===== src/rtl/modacc.sv =====
// Modular accumulator: sums len reduced products mod q, then presents the sum on a valid/ready handshake.
// Optional input register stage enabled by defining MODACC_IN_REG_EN (adds one cycle of latency).
module modacc #(
  parameter int data_width_p = 64,
  parameter int len_width_p  = 16
) (
  input  logic                    clk_i,
  input  logic                    rst_n,
  input  logic                    start_i,
  input  logic [len_width_p-1:0]  len_i,
  input  logic [data_width_p-1:0] mod_i,
  input  logic                    valid_i,
  input  logic [data_width_p-1:0] res_i,
  output logic                    busy_o,
  output logic                    done_valid_o,
  input  logic                    done_ready_i,
  output logic [data_width_p-1:0] sum_o,
  output logic [len_width_p-1:0]  count_o,
  output logic                    err_o
);

  typedef enum logic [1:0] {IDLE, ACC, OUT} state_t;

  state_t                  state_q;
  logic [data_width_p-1:0] acc_q;
  logic [data_width_p-1:0] q_q;
  logic [len_width_p-1:0]  len_q;
  logic                    acc_vld;
  logic [data_width_p-1:0] acc_res;

`ifdef MODACC_IN_REG_EN
  logic                    in_vld_q;
  logic [data_width_p-1:0] in_res_q;

  always_ff @(posedge clk_i) begin
    if (!rst_n) begin
      in_vld_q <= 1'b0;
      in_res_q <= '0;
    end else begin
      in_vld_q <= valid_i;
      in_res_q <= res_i;
    end
  end

  assign acc_vld = in_vld_q;
  assign acc_res = in_res_q;
`else
  assign acc_vld = valid_i;
  assign acc_res = res_i;
`endif

  // One extra bit keeps the carry so a single conditional subtract is exact.
  logic [data_width_p:0]   sum_ext;
  logic [data_width_p-1:0] diff;
  logic [data_width_p-1:0] acc_nxt;
  logic [len_width_p-1:0]  count_nxt;

  assign sum_ext   = {1'b0, acc_q} + {1'b0, acc_res};
  assign diff      = sum_ext[data_width_p-1:0] - q_q;
  assign acc_nxt   = (sum_ext >= {1'b0, q_q}) ? diff : sum_ext[data_width_p-1:0];
  assign count_nxt = count_o + {{(len_width_p-1){1'b0}}, 1'b1};

  always_ff @(posedge clk_i) begin
    if (!rst_n) begin
      state_q      <= IDLE;
      acc_q        <= '0;
      q_q          <= '0;
      len_q        <= '0;
      count_o      <= '0;
      err_o        <= 1'b0;
      done_valid_o <= 1'b0;
      busy_o       <= 1'b0;
      sum_o        <= '0;
    end else begin
      case (state_q)
        IDLE: begin
          if (acc_vld) err_o <= 1'b1;
          if (start_i) begin
            len_q   <= len_i;
            q_q     <= mod_i;
            acc_q   <= '0;
            count_o <= '0;
            err_o   <= 1'b0;
            busy_o  <= 1'b1;
            if (len_i == '0) begin
              state_q      <= OUT;
              done_valid_o <= 1'b1;
              sum_o        <= '0;
            end else begin
              state_q <= ACC;
            end
          end
        end
        ACC: begin
          if (acc_vld) begin
            acc_q   <= acc_nxt;
            count_o <= count_nxt;
            if (count_nxt == len_q) begin
              state_q      <= OUT;
              done_valid_o <= 1'b1;
              sum_o        <= acc_nxt;
            end
          end
        end
        OUT: begin
          if (acc_vld) err_o <= 1'b1;
          if (done_ready_i) begin
            state_q      <= IDLE;
            done_valid_o <= 1'b0;
            busy_o       <= 1'b0;
            sum_o        <= '0;
          end
        end
        default: state_q <= IDLE;
      endcase
    end
  end

endmodule


===== config.mk =====
export PLATFORM = sky130hd
export DESIGN_NAME = modacc
export DESIGN_NICKNAME = d
export VERILOG_FILES = /design/src/rtl/modacc.sv
export SDC_FILE = /design/constraint.sdc
export NUM_CORES = 1
export LEC_CHECK = 0
export ABC_CLOCK_PERIOD_IN_PS = 5500
export CORE_AREA = 3 3 214 216
export CTS_CLUSTER_SIZE = 10
export DETAILED_ROUTE_END_ITERATION = 8
export DIE_AREA = 0 0 217 219
export GPL_TIMING_DRIVEN = 0
export SLEW_MARGIN = 20
export SYNTH_ARGS = -nofsm -noshare
export SYNTH_HDL_FRONTEND = slang
export SYNTH_SLANG_ARGS = --single-unit

===== constraint.sdc =====
create_clock -name clk_i -period 5.5 [get_ports clk_i]
set_input_delay 0.825 -clock clk_i [delete_from_list [all_inputs] [get_ports clk_i]]
set_output_delay 0.825 -clock clk_i [all_outputs]
set_load 0.005 [all_outputs]

==> results of run 1 <==
-- critical path: cells and delay by family --
| kind | cells | cell delay (ns) |
|---|---|---|
| xor gates and xnor gates | 1 | 0.21 |
| adders and majority gates | 2 | 0.63 |
| AOI/OAI and AO/OA | 13 | 2.25 |
| and+or+nand+nor | 5 | 0.88 |
| buffers and inverters | 5 | 0.91 |
| muxes | 1 | 0.33 |
-- power by group through the flow --
stage | logic, mW | registers [mW] | clock network, mW
global placement | 3.72 | 1.85 | 0
detailed placement | 3.72 | 1.85 | 0
CTS | 4.37 | 1.82 | 1.93
global route | 5.56 | 1.84 | 1.98
finish | 5.27 | 1.83 | 1.89
floorplan | 2.53 | 1.82 | 0
-- kinds of logic after synthesis --
| group | share of synthesized area, % |
|---|---|
| flip-flops | 26.7 |
| buffers and inverters | 5.69 |
| AND/OR/NAND/NOR | 19.7 |
| AO/OA/AOI/OAI | 27.7 |
| XOR/XNOR | 7.39 |
| adder cells (fa/ha/maj) | 9.63 |
| multiplexers | 3.20 |
-- worst min-delay path by stage --
stage,cells past startpoint,endpoint,from,slack (ns)
after floorplan,2,acc_q[24]$_SDFFE_PN0P_,acc_q[24]$_SDFFE_PN0P_,0.43
after global placement,2,sum_o[46]$_SDFFE_PN0P_,sum_o[46]$_SDFFE_PN0P_,0.44
after detailed placement,2,sum_o[57]$_SDFFE_PN0P_,sum_o[57]$_SDFFE_PN0P_,0.44
after CTS,2,sum_o[57]$_SDFFE_PN0P_,sum_o[57]$_SDFFE_PN0P_,0.45
after global routing,2,q_q[36]$_SDFFE_PN0P_,q_q[36]$_SDFFE_PN0P_,0.47
final,2,sum_o[57]$_SDFFE_PN0P_,sum_o[57]$_SDFFE_PN0P_,0.45
-- timing repair --
item                       CTS  global route
setup endpoints to repair  128           128
gates resized for setup    234           282
pin swaps                   64           112
cloned                       2             4
buffers inserted            42            54
-- layout make-up --
type	instances	area, sq um	area share (%)
clock inverters	5	104	0.426
flip-flops and latches	229	4590	18.8
clock buffers	41	811	3.33
well taps	592	741	3.04
inverters	101	379	1.56
plain buffers	106	624	2.56
multi-input cells	1816	13800	56.7
repair buffers	332	3300	13.5
-- stage by stage --
stage / total power, mW / util [%] / TNS (ns)
after global routing: 9.38 / 55.2 / -15.38
after CTS: 8.12 / 51.1 / -19.19
after detailed placement: 5.57 / 45.9 / -279.99
after floorplan: 4.35 / - / 0
final: 8.99 / 55.2 / -3.10
after global placement: 5.57 / 45.9 / -284.79
-- metal layers --
metal | part of all wire (%) | routed length (microns) | up-vias | GRT usage [%]
li1 | - | - | 8804 | -
met1 | 42 | 30200 | 8769 | 35.6
met2 | 47 | 33900 | 570 | 49.3
met3 | 5.1 | 3680 | 148 | 3.25
met4 | 5.4 | 3900 | 0 | 11.4
met5 | 0 | 0 | - | 0
-- registers in the layout (all words and copies together), names as in the netlist --
name / count
done_valid_o: 1
acc_q: 64
state_q: 2
busy_o: 1
q_q: 64
err_o: 1
sum_o: 64
count_o: 16
len_q: 16
-- layout by cell type (no fill, tap or decap), types with 20 or more instances in the layout --
cell type	synthesis	layout
a21o_1	84	81
a21oi_1	255	221
a21oi_2	5	25
a22oi_1	52	35
buf_4	4	88
clkbuf_1	97	80
clkbuf_16	0	33
clkdlybuf4s50_1	0	197
dfxtp_1	229	227
dlymetal6s2s_1	0	23
ha_1	129	73
ha_4	0	44
inv_1	100	97
mux2i_4	0	21
nand2_1	351	344
nand3_1	39	36
nand4_1	46	46
nor2_1	171	166
nor3_1	23	20
o21ai_0	134	87
o21ai_1	7	31
o21bai_1	24	23
xnor2_1	89	75
xor2_1	56	49
==> results.json, run 1 <==
{
  "tightest_slew_ns": 1.21,
  "drc": 0,
  "firstDrtPassIters": 6,
  "endpoint": "acc_q[38]$_SDFFE_PN0P_",
  "place_area_sq_um": 20300,
  "path_clk_slew_ns": 0.06,
  "rr_endpoint": "acc_q[38]$_SDFFE_PN0P_",
  "n_fill_cell": 4265,
  "finalMaxSlewViolations": 0,
  "die_area_sq_um": 47500,
  "ys.warnings.count": 0,
  "reg2reg_from": "acc_q[0]$_SDFFE_PN0P_",
  "synthesis.instances": 2275,
  "async_flop_share_pct": 0,
  "syn_nets": 2555,
  "critical_path.startpoint": "res_i[5]",
  "synth_seq_cells": 229,
  "pin_count": 232,
  "slowest_delay_ns": 0.33,
  "ys_types": 89,
  "path_class": "primary input to register",
  "final_layout_size_suffix_gt1_share_pct": 19.4,
  "avgRoutedWirePerCell_microns": 22.3,
  "crit_path_start_kind": "primary input",
  "antenna_found_initial": 0,
  "p_int_mw": 5.24,
  "worstSkewPairLatency_ns": 0.58,
  "r2r_slack_ns": -0.07,
  "hold_viol_final": 0,
  "p_leak_nw": 9.57,
  "rsz0062_at_grt": "yes",
  "whs_ns": 0.447,
  "cap_violations": 0,
  "drt_wl_total_mm": 71.7,
  "vias": 18291,
  "netlist.area_leader.share_pct": 26.7,
  "die_h_microns": 219,
  "track_usage_pct": 28.3,
  "slowest_stage": "mux2i_4",
  "crit_arrival_ns": 6.08,
  "io_buffers": 231,
  "synth_area_leaders": "dfxtp_1, ha_1, nand2_1",
  "finalWorstSetupSlack_ns": -0.115,
  "finClkSkew_ns": 0.0136,
  "finalSetupViolations": 72,
  "netlist_area_sq_um": 17200,
  "grt_pass1_wl_mm": 104,
  "pwr-share-comb_pct": 58.6,
  "hold_buffers": 0,
  "cts_inserted_buffers": 29,
  "rows": 77,
  "powerDensity_nw_per_um2": 369,
  "rr_worst_depth": 27,
  "cts_sinks": 229,
  "finalCritPeriodShare_pct": 102,
  "peakVddDrop_uv": 284,
  "areaGrowthSynthToFinish_pct": 41.8,
  "avgSynthCellArea_sq_um": 7.55,
  "endpoint_kind": "register",
  "dp.cells": 3098,
  "cts-root-buf": "clkbuf_16",
  "synth_flop_cell": "dfxtp_1",
  "detail-route-antenna-nets": 0,
  "yosysMostFrequentCell": "nand2_1",
  "die_w_microns": 217,
  "gp_congestion": 0.966,
  "switchingPower_mw": 3.75,
  "clkPwrFrac_pct": 21.1,
  "violations": "negative setup slack",
  "outcome": "finished, violations left",
  "drtIter0Drc": 1460,
  "yosysSeqAreaShare_pct": 26.7,
  "nets": 2895,
  "start_util_pct": 38.9,
  "grt_max_degree": 15,
  "final_cell_area_sq_um": 24400,
  "synth-edff-count": 0,
  "swShare_pct": 41.7,
  "place_hpwl_mm": 55.2,
  "cts_buffer_depth": 3,
  "core_area_sq_um": 44100,
  "min_period_ns": 5.61,
  "grt_pass1_vias": 17534,
  "min_path_type": "register to register",
  "yosys.area.top_type": "dfxtp_1",
  "p_seq_share_pct": 20.3,
  "cts_htree_levels": 1,
  "grt_overflow": 0,
  "pre_cts_ws_ns": -2.71,
  "synthTopCellsByCount": "nand2_1, a21oi_1, dfxtp_1",
  "layout.cells.non_filler": 3222,
  "relSlewSlack_pct": 18.9,
  "vias_per_cell": 5.68,
  "crit_fanout": 6,
  "cp_data_required_time_ns": 5.97,
  "antenna_cells": 0,
  "cts_tree": "yes",
  "max_freq_ghz": 0.178
}
Note: power is estimated with default switching activity, not from simulation.
==> run 2, diff against run 1 <==
--- a/config.mk
+++ b/config.mk
@@ -11,6 +11,7 @@
 export DETAILED_ROUTE_END_ITERATION = 8
 export DIE_AREA = 0 0 217 219
 export GPL_TIMING_DRIVEN = 0
+export SETUP_SLACK_MARGIN = 0.1
 export SLEW_MARGIN = 20
 export SYNTH_ARGS = -nofsm -noshare
 export SYNTH_HDL_FRONTEND = slang
==> run 2 against run 1 <==
The run still ends with negative setup slack left; count of clock-buffer cells in the layout is 3 lower; register-to-register slack worse by 0.07 ns; combinational power is 4.2% higher; flip-flop and latch count stayed put; clock skew is 0.0011 ns higher; clock power is 3% lower; setup slack worse by 0.047 ns; hold slack worse by 0.0061 ns; sequential share of layout area is 0.24 points lower; utilization is 0.75 points higher; critical path type unchanged; highest routed layer unchanged.
==> results.json, run 2 (synthesis gave the netlist of run 1 again) <==
{
  "max_freq_ghz": 0.177,
  "hold_viol_final": 0,
  "layout_common_cells": "nand2_1, dfxtp_1, a21oi_1, clkdlybuf4s50_1, nor2_1",
  "layout.cells.non_filler": 3246,
  "seq_area_sq_um": 4590,
  "endpoint_kind": "register",
  "grt_overflow": 0,
  "min_period_ns": 5.66,
  "gp_congestion": 0.968,
  "cts_tree": "yes",
  "pin_count": 232,
  "cts-root-buf": "clkbuf_16",
  "worstSkewPairLatency_ns": 0.58,
  "cts_sinks": 229,
  "setup_tns_ns": -9.19,
  "place_hpwl_mm": 54.9,
  "path_class": "primary input to register",
  "rr_endpoint": "acc_q[38]$_SDFFE_PN0P_",
  "whs_ns": 0.441,
  "avgRoutedWirePerCell_microns": 22.4,
  "cts_htree_levels": 1,
  "layout_commonest_cell": "nand2_1",
  "hold_buffers": 0,
  "min_path_type": "register to register",
  "cts_inserted_buffers": 29,
  "reg2reg_from": "acc_q[0]$_SDFFE_PN0P_",
  "vias_per_cell": 5.68,
  "cp_common_cell": "buf_4",
  "grt_pass1_vias": 18199,
  "final_cell_area_sq_um": 24700,
  "antenna_cells": 0,
  "rsz0062_at_grt": "yes",
  "die_area_sq_um": 47500,
  "cp_data_required_time_ns": 5.96,
  "antenna_found_initial": 0,
  "grt_pass1_wl_mm": 107,
  "n_fill_cell": 4200,
  "critical_path.startpoint": "res_i[0]",
  "cap_violations": 0,
  "p_leak_nw": 9.56,
  "crit_arrival_ns": 6.12,
  "finalWorstSetupSlack_ns": -0.162,
  "finalSetupViolations": 111,
  "start_util_pct": 38.9,
  "rr_worst_depth": 29,
  "detail-route-antenna-nets": 0,
  "core_area_sq_um": 44100,
  "path_clk_slew_ns": 0.06,
  "cts_buffer_depth": 3,
  "finalMaxSlewViolations": 0,
  "endpoint": "acc_q[38]$_SDFFE_PN0P_",
  "r2r_slack_ns": -0.14,
  "outcome": "finished, violations left",
  "place_area_sq_um": 20300,
  "violations": "negative setup slack",
  "finClkSkew_ns": 0.0147,
  "finalCritPeriodShare_pct": 103,
  "grt_max_degree": 15,
  "slowest_delay_ns": 0.42,
  "crit_path_start_kind": "primary input",
  "die_h_microns": 219,
  "areaGrowthSynthToFinish_pct": 43.7,
  "io_buffers": 231,
  "crit_fanout": 7,
  "firstDrtPassIters": 5,
  "reg.largest.list": "acc_q x64, q_q x64, sum_o x64",
  "peakVddDrop_uv": 271,
  "track_usage_pct": 29.0,
  "tightest_slew_ns": 1.18,
  "final_layout_size_suffix_gt1_share_pct": 21.0,
  "multi_input_area_sq_um": 14000,
  "dp.cells": 3099,
  "rows": 77,
  "powerDensity_nw_per_um2": 371,
  "nets": 2921,
  "drt_wl_total_mm": 72.6,
  "drc": 0,
  "relSlewSlack_pct": 20.6,
  "die_w_microns": 217,
  "vias": 18437,
  "drtIter0Drc": 1251,
  "slowest_stage": "fa_2"
}
[run 2: cell count changes in the layout (fill, tap and decap cells not counted), sizes merged]
cell / previous run / this run
inv: 102 / 101
dlygate4sd2: 7 / 32
clkinvlp: 0 / 2
clkdlybuf4s50: 197 / 194
clkinv: 1 / 2
bufbuf: 1 / 0
bufinv: 3 / 2
clkbuf: 124 / 128
dlymetal6s2s: 23 / 0
buf: 125 / 146
[run 2: routing by layer]
metal  vias up  global-route usage, %  routed length (microns)
met1      8822                   36.0                    30700
met2       597                   49.1                    33900
met4         0                   14.6                     4170
met5         -                      0                        0
met3       181                   4.20                     3810
li1       8837                      -                        -
[run 2: worst min-delay path by stage]
stage                           startpoint                      to  slack (ns)  cells after the start
finish              sum_o[42]$_SDFFE_PN0P_  sum_o[42]$_SDFFE_PN0P_        0.44                      2
detailed placement  sum_o[52]$_SDFFE_PN0P_  sum_o[52]$_SDFFE_PN0P_        0.44                      2
CTS                 sum_o[42]$_SDFFE_PN0P_  sum_o[42]$_SDFFE_PN0P_        0.45                      2
global route        sum_o[42]$_SDFFE_PN0P_  sum_o[42]$_SDFFE_PN0P_        0.47                      2
floorplan           acc_q[24]$_SDFFE_PN0P_  acc_q[24]$_SDFFE_PN0P_        0.43                      2
global placement    sum_o[46]$_SDFFE_PN0P_  sum_o[46]$_SDFFE_PN0P_        0.44                      2
[run 2: critical path, delay by kind of cell]
kind	cells	cell delay (ns)
compound gates	11	1.62
buf+inv	10	1.55
fa+ha+maj	3	0.85
simple gates	4	0.72
mux	1	0.38
xor+xnor	1	0.15
[run 2: report_power, final]
part / internal, mW / switching, mW
clock network: 1.08 / 0.751
logic: 2.43 / 3.05
registers: 1.75 / 0.0791
total: 5.27 / 3.88
[run 2: what timing repair did]
action | 4_1_cts | 5_1_grt
hold endpoints to repair | 0 | 0
endpoints found under the setup margin | 128 | 128
pin swaps | 113 | 55
gates cloned | 4 | 3
buffers inserted | 95 | 17
resized for setup | 484 | 140
[run 2: area by class of cell]
cell class | count | share of cell area [%]
timing repair buffer | 349 | 13.6
sequential | 229 | 18.6
buffer | 115 | 2.85
clock buffer | 38 | 3.20
inverter | 101 | 1.55
multi-input combinational | 1816 | 56.8
clock inverter | 6 | 0.350
tap | 592 | 3.00
[run 2: per-stage QoR]
stage | power [mW] | worst slack [ns] | util (%)
2_1_floorplan | 4.35 | 0.102 | -
4_1_cts | 8.69 | -0.0687 | 54.3
6_report | 9.15 | -0.162 | 56.0
5_1_grt | 9.55 | -0.255 | 56.0
3_5_place_dp | 5.58 | -2.62 | 45.9
3_3_place_gp | 5.56 | -2.63 | 45.9
